[config.mk]
export PLATFORM = sky130hd
export DESIGN_NAME = div_unit
export DESIGN_NICKNAME = d
export VERILOG_FILES = /design/src/rtl/div_unit.sv
export SDC_FILE = /design/constraint.sdc
export NUM_CORES = 1
export LEC_CHECK = 0
export BUFFER_PORTS_ARGS = -buffer_cell sky130_fd_sc_hd__clkbuf_2
export CAP_MARGIN = 40
export CORE_UTILIZATION = 45
export CTS_BUF_LIST = sky130_fd_sc_hd__clkbuf_4 sky130_fd_sc_hd__clkbuf_8
export DETAILED_ROUTE_END_ITERATION = 16
export PLACE_DENSITY = 0.66
export SKIP_CTS_REPAIR_TIMING = 1
export SLEW_MARGIN = 20
export SYNTH_ARGS = -nofsm -noshare
export SYNTH_HDL_FRONTEND = slang
export SYNTH_SLANG_ARGS = --single-unit
[constraint.sdc]
create_clock -name clk -period 6.2 [get_ports clk]
set_input_delay 0.93 -clock clk [delete_from_list [all_inputs] [get_ports clk]]
set_output_delay 0.93 -clock clk [all_outputs]
set_load 0.05 [all_outputs]
[src/rtl/div_unit.sv]
// Sequential restoring divider: one trial subtraction per clock, DIV/DIVU semantics.
module div_unit #(
    parameter int unsigned WIDTH = 32
) (
    input  logic             clk,
    input  logic             reset,
    input  logic             start,
    input  logic             is_signed,
    input  logic [WIDTH-1:0] dividend,
    input  logic [WIDTH-1:0] divisor,
    output logic             busy,
    output logic             done,
    output logic [WIDTH-1:0] quotient,
    output logic [WIDTH-1:0] remainder,
    output logic             div_by_zero
);

    localparam int unsigned CNT_W = (WIDTH > 1) ? $clog2(WIDTH) : 1;

    typedef enum logic [1:0] {
        S_IDLE,
        S_CALC,
        S_FIX
    } state_t;

    state_t             state_q, state_d;
    logic [CNT_W-1:0]   cnt_q, cnt_d;
    logic [WIDTH-1:0]   rem_q, rem_d;        // partial remainder (magnitude)
    logic [WIDTH-1:0]   quo_q, quo_d;        // dividend magnitude shifting out, quotient bits in
    logic [WIDTH-1:0]   dsr_q, dsr_d;        // divisor magnitude
    logic [WIDTH-1:0]   dvd_q, dvd_d;        // raw dividend, returned as remainder on divide by zero
    logic               qneg_q, qneg_d;      // negate quotient in FIX
    logic               rneg_q, rneg_d;      // negate remainder in FIX
    logic               dz_q, dz_d;          // current operation is a divide by zero
    logic               busy_q, busy_d;
    logic               done_q, done_d;
    logic [WIDTH-1:0]   quotient_q, quotient_d;
    logic [WIDTH-1:0]   remainder_q, remainder_d;
    logic               div_by_zero_q, div_by_zero_d;

    logic               dvd_neg;
    logic               dsr_neg;
    logic [WIDTH:0]     rem_sh;
    logic [WIDTH:0]     trial;

    // State and datapath registers; reset aborts any operation in flight
    always_ff @(posedge clk or posedge reset) begin
        if (reset) begin
            state_q       <= S_IDLE;
            cnt_q         <= '0;
            rem_q         <= '0;
            quo_q         <= '0;
            dsr_q         <= '0;
            dvd_q         <= '0;
            qneg_q        <= 1'b0;
            rneg_q        <= 1'b0;
            dz_q          <= 1'b0;
            busy_q        <= 1'b0;
            done_q        <= 1'b0;
            quotient_q    <= '0;
            remainder_q   <= '0;
            div_by_zero_q <= 1'b0;
        end else begin
            state_q       <= state_d;
            cnt_q         <= cnt_d;
            rem_q         <= rem_d;
            quo_q         <= quo_d;
            dsr_q         <= dsr_d;
            dvd_q         <= dvd_d;
            qneg_q        <= qneg_d;
            rneg_q        <= rneg_d;
            dz_q          <= dz_d;
            busy_q        <= busy_d;
            done_q        <= done_d;
            quotient_q    <= quotient_d;
            remainder_q   <= remainder_d;
            div_by_zero_q <= div_by_zero_d;
        end
    end

    // Next-state logic: operand capture, one restoring step per CALC cycle, sign fix-up
    always_comb begin
        state_d       = state_q;
        cnt_d         = cnt_q;
        rem_d         = rem_q;
        quo_d         = quo_q;
        dsr_d         = dsr_q;
        dvd_d         = dvd_q;
        qneg_d        = qneg_q;
        rneg_d        = rneg_q;
        dz_d          = dz_q;
        busy_d        = busy_q;
        done_d        = 1'b0;
        quotient_d    = quotient_q;
        remainder_d   = remainder_q;
        div_by_zero_d = div_by_zero_q;

        dvd_neg = is_signed & dividend[WIDTH-1];
        dsr_neg = is_signed & divisor[WIDTH-1];
        // rem_sh < 2*dsr always, so WIDTH+1 bits hold both the shift and the trial sign
        rem_sh  = {rem_q, quo_q[WIDTH-1]};
        trial   = rem_sh - {1'b0, dsr_q};

        unique case (state_q)
            S_IDLE: begin
                if (start) begin
                    dvd_d  = dividend;
                    quo_d  = dvd_neg ? -dividend : dividend;
                    dsr_d  = dsr_neg ? -divisor : divisor;
                    rem_d  = '0;
                    qneg_d = dvd_neg ^ dsr_neg;
                    rneg_d = dvd_neg;
                    cnt_d  = CNT_W'(WIDTH - 1);
                    busy_d = 1'b1;
                    if (divisor == '0) begin
                        dz_d    = 1'b1;
                        state_d = S_FIX;
                    end else begin
                        dz_d    = 1'b0;
                        state_d = S_CALC;
                    end
                end
            end
            S_CALC: begin
                if (!trial[WIDTH]) begin
                    rem_d = trial[WIDTH-1:0];
                    quo_d = {quo_q[WIDTH-2:0], 1'b1};
                end else begin
                    rem_d = rem_sh[WIDTH-1:0];
                    quo_d = {quo_q[WIDTH-2:0], 1'b0};
                end
                cnt_d = cnt_q - CNT_W'(1);
                if (cnt_q == '0) begin
                    state_d = S_FIX;
                end
            end
            S_FIX: begin
                if (dz_q) begin
                    quotient_d  = '1;
                    remainder_d = dvd_q;
                end else begin
                    quotient_d  = qneg_q ? -quo_q : quo_q;
                    remainder_d = rneg_q ? -rem_q : rem_q;
                end
                div_by_zero_d = dz_q;
                done_d        = 1'b1;
                busy_d        = 1'b0;
                state_d       = S_IDLE;
            end
            default: begin
                state_d = S_IDLE;
            end
        endcase
    end

    assign busy        = busy_q;
    assign done        = done_q;
    assign quotient    = quotient_q;
    assign remainder   = remainder_q;
    assign div_by_zero = div_by_zero_q;

endmodule

==> flow_summary.toml, run 1 <==
[outcome]
status = "completed"

[final_layout]
final_nets = 1722
syn2layout_area_growth_pct = 13.8
nFillCells = 2705
drive_above_1_share = 0.142
final_area_um2 = 14400
antenna_cells = 0
final_common_cell = "nand2_1"
final_cell_mix = "nand2_1, dfrtp_1, o21ai_0, a21oi_1, clkbuf_2"

[placed_design]
dpl_worst_slack_ns = 2.11
dp_hpwl_um = 23500
portBuffers = 134
place.gp.congestion = 0.860
place_area_um2 = 13600

[timing]
fin_setup_tns_ns = 0
finalClockSkew_ns = 0.0299
min_period_ns = 3.78
drv_slew = 0
relSlewSlack = 0.445
rsz0062_at_grt = "no"
worstMarginPinSlew_ns = 0.833
final.setup.worst_slack_ns = 2.42
setup_viol = 0
period_share = 0.609
maxClockFrequency_mhz = 265
fin_hold_ws_ns = 0.473
final_hold_viol_count = 0

[die]
dieWidth_um = 170
core_area_um2 = 27700
rows = 61
io_pins = 135
initial_utilization = 0.457
die_h_um = 170
die_area_um2 = 28800

[run]
cap_violations = 0

[global_routing]
antenna_found_initial = 0
grt_pass1_wl_um = 52500
grt-ovfl-total = 0
grt_max_degree = 119
grt.total_usage = 0.225
first_global_vias = 10100

[worst_setup_path]
crit_family = "compound AO/OA/AOI/OAI gates"
crit_type = "reg2reg"
crit_arrival_ns = 4.16
cp.required_ns = 6.59
endpoint_kind = "flop"
r2r_cells = 12
path_cells = "inv_1, ha_1, fa_1, nor2b_1, o31ai_1, a21o_1, a2111oi_0, nor3_1, xnor2_2, buf_4, mux2i_1, o21ai_0"
critPathLaunchType = "flop"
cp.depth = 12
cp_slowest_cell = "dfrtp_1"
worst-path-buf-inv = 2
max_stage_delay_ns = 0.52
path_max_fanout = 29

[power_and_ir_drop]
p_leak_uw = 0.00659
p_sw_uw = 4020
clkPwrFrac = 0.144
pwr-share-seq = 0.290
pwr-share-comb = 0.566
switching_share = 0.469
power.density_nw_per_um2 = 596
peakVddDrop_mv = 0.338
internal_power_uw = 4550

[route]
drc = 0
routed_wirelength_um = 32000
drtIter0Drc = 767
wl_per_cell_um = 15.9
route.vias.total = 10800
ant_nets = 0
dr.pass1.iters = 6
viasPerCell = 5.37

[yosys]
synth.largest_area_cell = "dfrtp_1"
syn_area_per_cell_um2 = 8.36
ys_ff_latch = 205
yosysWarningCount = 0
synth_top_area_frac = 0.405
async_flop_share = 1.00
yosysSeqAreaShare = 0.405
syn_nets = 1620
synth.area.top_cells = "dfrtp_1, nand2_1, o21ai_0"
synthCells = 1513
synth_flop_cell = "dfrtp_1"
yosysUniqueCellTypes = 70
syn_area_um2 = 12700
synth_edf_count = 0

[clocking]
clock_path_buffers = 3
clock-root-buffer = "clkbuf_8"
cts_tree = "done"
htreeDepth = 2
cts.sinks = 205
cts-buffers-inserted = 36
insertion_delay_ns = 0.53
path_clk_slew_ns = 0.06

[worst_hold_path]
hold_path_class = "reg2reg"
min_path_cells = 2
-- tightest hold or removal path: cells and delay by family (launching register included) --
family,cells,cell delay (ns)
simple gates,1,0.05
flops,1,0.33
compound gates,1,0.06
-- registers in the layout (all words and copies together), names as in the netlist --
name         flops
busy             1
cnt_q            5
div_by_zero      1
done             1
dsr_q           32
dvd_q           32
dz_q             1
qneg_q           1
quo_q           32
quotient        32
rem_q           32
remainder       32
rneg_q           1
state_q          2
-- cell type report --
cell class,instances,area (um^2),area share
Clock buffer,52,666,0.0462
Clock inverter,7,41.3,0.00287
Inverter,55,210,0.0146
Multi-Input combinational cell,1168,7010,0.487
Sequential cell,205,5130,0.356
Tap cell,378,473,0.0329
Timing Repair Buffer,149,863,0.0600
-- power by group through the flow --
| stage | sequential [uW] | combinational [uW] | clock, uW |
|---|---|---|---|
| 6_report | 2490 | 4860 | 1230 |
| 5_1_grt | 2570 | 5440 | 1340 |
| 4_1_cts | 2510 | 4800 | 1270 |
| 3_5_place_dp | 2530 | 4770 | 0 |
| 3_3_place_gp | 2500 | 4720 | 0 |
| 2_1_floorplan | 2580 | 3600 | 0 |
-- worst paths after layout --
check / from / slack (ns) / end
worst max register to register: quo_q[31] / 2.42 / rem_q[12]
min in group asynchronous: reset / 0.48 / quo_q[4]
max in group asynchronous: reset / 4.66 / rem_q[18]
worst max-delay path: quo_q[31] / 2.42 / rem_q[12]
worst min-delay path: dsr_q[23] / 0.47 / dsr_q[23]
worst min register to register: dsr_q[23] / 0.47 / dsr_q[23]
-- layer usage --
layer / vias up / global-route usage / share of wire
li1: 5503 / - / -
met4: 0 / 0.0572 / 0.018
met2: 265 / 0.360 / 0.45
met5: - / 0 / 0
met1: 4998 / 0.316 / 0.48
met3: 52 / 0.0329 / 0.047
-- synth_stat cells, drive strengths merged (3+ instances only) --
cell type	number
nand2	256
dfrtp	205
o21ai	179
a21oi	134
nor2	114
xor2	83
clkbuf	76
xnor2	66
inv	54
ha	38
mux2i	26
a22oi	25
o31ai	24
nor3	18
o22ai	17
or3	17
a21o	14
o41ai	14
nand3	13
nor4	12
or4	12
nor2b	10
buf	9
nand4	8
o21a	8
and3	7
and2	6
a211oi	5
a31oi	5
o211ai	5
nand2b	4
nand3b	4
or2	4
a21boi	3
a31o	3
-- cells by family (layout without fill, tap and decap cells) --
| group | Yosys count | in the layout | share of synthesized area |
|---|---|---|---|
| adders and majority gates | 39 | 39 | 0.0392 |
| xor gates and xnor gates | 149 | 149 | 0.103 |
| and+or+nand+nor | 492 | 492 | 0.172 |
| buffers and inverters | 140 | 263 | 0.0443 |
| DFF | 205 | 205 | 0.405 |
| muxes | 26 | 26 | 0.0206 |
| AOI/OAI and AO/OA | 462 | 462 | 0.215 |
-- through the flow --
step | instances | power (uW) | util
floorplan | 1513 | 6180 | -
detailed placement | 1952 | 7300 | 0.492
global route | 2014 | 9350 | 0.520
global placement | 1950 | 7230 | 0.490
CTS | 2011 | 8580 | 0.518
finish | 2014 | 8580 | 0.520
(Power assumes the default switching activity.)
==> run 2: changes to the inputs <==
--- a/config.mk
+++ b/config.mk
@@ -10,7 +10,6 @@
 export CORE_UTILIZATION = 45
 export CTS_BUF_LIST = sky130_fd_sc_hd__clkbuf_4 sky130_fd_sc_hd__clkbuf_8
 export DETAILED_ROUTE_END_ITERATION = 16
-export PLACE_DENSITY = 0.66
 export SKIP_CTS_REPAIR_TIMING = 1
 export SLEW_MARGIN = 20
 export SYNTH_ARGS = -nofsm -noshare
==> constraint.sdc (replaced) <==
create_clock -name clk -period 3.6 [get_ports clk]
set_input_delay 0.54 -clock clk [delete_from_list [all_inputs] [get_ports clk]]
set_output_delay 0.54 -clock clk [all_outputs]
set_load 0.05 [all_outputs]
==> run 2 against run 1 <==
Compared with the run above:
- wire length rose by 1.6%
- global-route usage up 0.59 points
- maximum frequency grew 17%
- clock skew is 0.0029 ns higher
- total power increased by 75%
- via count rose by 1.4%
==> flow_summary.toml, run 2 (synthesis gave the netlist of run 1 again) <==
[outcome]
status = "completed"

[route]
drc = 0
ant_nets = 0
dr.pass1.iters = 5
routed_wirelength_um = 32500
viasPerCell = 5.38
wl_per_cell_um = 16.0
route.vias.total = 11000
drtIter0Drc = 588

[final_layout]
drive_above_1_share = 0.154
multi_input_area_um2 = 7010
seq_area_um2 = 5130
final_cell_mix = "nand2_1, dfrtp_1, o21ai_0, a21oi_1, clkbuf_2"
final_nets = 1742
nFillCells = 2698
syn2layout_area_growth_pct = 15.0
final_common_cell = "nand2_1"
final_util = 0.525

[die]
core_area_um2 = 27700
die_area_um2 = 28800
dieWidth_um = 170
rows = 61
io_pins = 135
die_h_um = 170
initial_utilization = 0.457

[placed_design]
dpl_worst_slack_ns = -0.00959
place.gp.congestion = 0.903
dp_hpwl_um = 23800
portBuffers = 134

[power_and_ir_drop]
p_leak_uw = 0.00670
peakVddDrop_mv = 0.522
p_sw_uw = 6980
switching_share = 0.466
pwr-share-seq = 0.283
power.density_nw_per_um2 = 1030
internal_power_uw = 8010
clkPwrFrac = 0.146
pwr-share-comb = 0.571

[clocking]
path_clk_slew_ns = 0.06
cts.sinks = 205
cts-buffers-inserted = 37
cts_tree = "done"
htreeDepth = 2
insertion_delay_ns = 0.55
clock-root-buffer = "clkbuf_8"
clock_path_buffers = 3

[timing]
period_share = 0.896
setup_viol = 0
finalClockSkew_ns = 0.0328
rsz0062_at_grt = "no"
final_hold_viol_count = 0
worstMarginPinSlew_ns = 0.782
min_period_ns = 3.23
fin_setup_tns_ns = 0
maxClockFrequency_mhz = 310
relSlewSlack = 0.478
final.setup.worst_slack_ns = 0.374
drv_slew = 0

[run]
cap_violations = 0

[worst_setup_path]
path_max_fanout = 6
endpoint_kind = "flop"
critPathLaunchType = "flop"
max_stage_delay_ns = 0.56
crit_type = "reg2reg"
cp_slowest_cell = "or4_1"
crit_family = "simple AND/OR/NAND/NOR gates"
path_cells = "or4_1, or3_1, or3_1, or4_1, or2_2, o21ai_0, xor2_1, a21oi_1"
worst-path-buf-inv = 0
cp.required_ns = 4.01
crit_arrival_ns = 3.63

[global_routing]
grt-ovfl-total = 0
grt_pass1_wl_um = 53500
antenna_found_initial = 1
first_global_vias = 10300
grt_max_degree = 135
grt.total_usage = 0.230

[worst_hold_path]
hold_path_class = "in2async"
run 2: layout make-up:
type	count	share of cell area
Antenna cell	1	0.000172
Clock buffer	57	0.0475
Clock inverter	6	0.00275
Inverter	55	0.0144
Multi-Input combinational cell	1168	0.481
Sequential cell	205	0.353
Tap cell	378	0.0325
Timing Repair Buffer	168	0.0688
run 2: power groups by stage:
stage | Clock [uW] | Sequential (uW) | Combinational (uW)
5_1_grt | 2360 | 4400 | 9540
6_report | 2190 | 4240 | 8560
4_1_cts | 2250 | 4260 | 8510
3_3_place_gp | 0 | 4250 | 8350
2_1_floorplan | 0 | 4440 | 6200
3_5_place_dp | 0 | 4290 | 8460
run 2: stage by stage:
stage	instance area [um^2]	hold WS [ns]	total power, uW	cells
floorplan	12700	0.443	10600	1513
finish	14600	0.165	15000	2038
global route	14600	0.199	16300	2037
detailed placement	13800	0.466	12800	1973
CTS	14500	0.161	15000	2036
global placement	13800	0.457	12600	1970
run 2: worst register-to-register path: stages, from the launching register on:
cell and delay, ns:
dfrtp_1 0.44, or4_1 0.56, or3_1 0.35, or3_1 0.41
or4_1 0.56, or2_2 0.33, o21ai_0 0.21, xor2_1 0.17
a21oi_1 0.08
run 2: routing by layer:
metal / vias up / part of all wire / GRT usage
met2: 233 / 0.46 / 0.381
met3: 38 / 0.038 / 0.0322
met4: 0 / 0.017 / 0.0642
li1: 5553 / - / -
met1: 5143 / 0.49 / 0.315
met5: - / 0 / 0
run 2: path summary, 6_finish.rpt:
path / startpoint / end / slack [ns] / depth (start not counted)
max: quo_q[10] / quotient[30] / 0.37 / 8
min in group clk: dividend[9] / dvd_q[9] / 0.25 / 3
min reg2reg: dsr_q[30] / dsr_q[30] / 0.47 / 2
min: reset / quo_q[3] / 0.17 / 3
max reg2reg: quo_q[10] / quotient[30] / 0.37 / 8
max in group asynchronous: reset / dz_q / 2.81 / 3
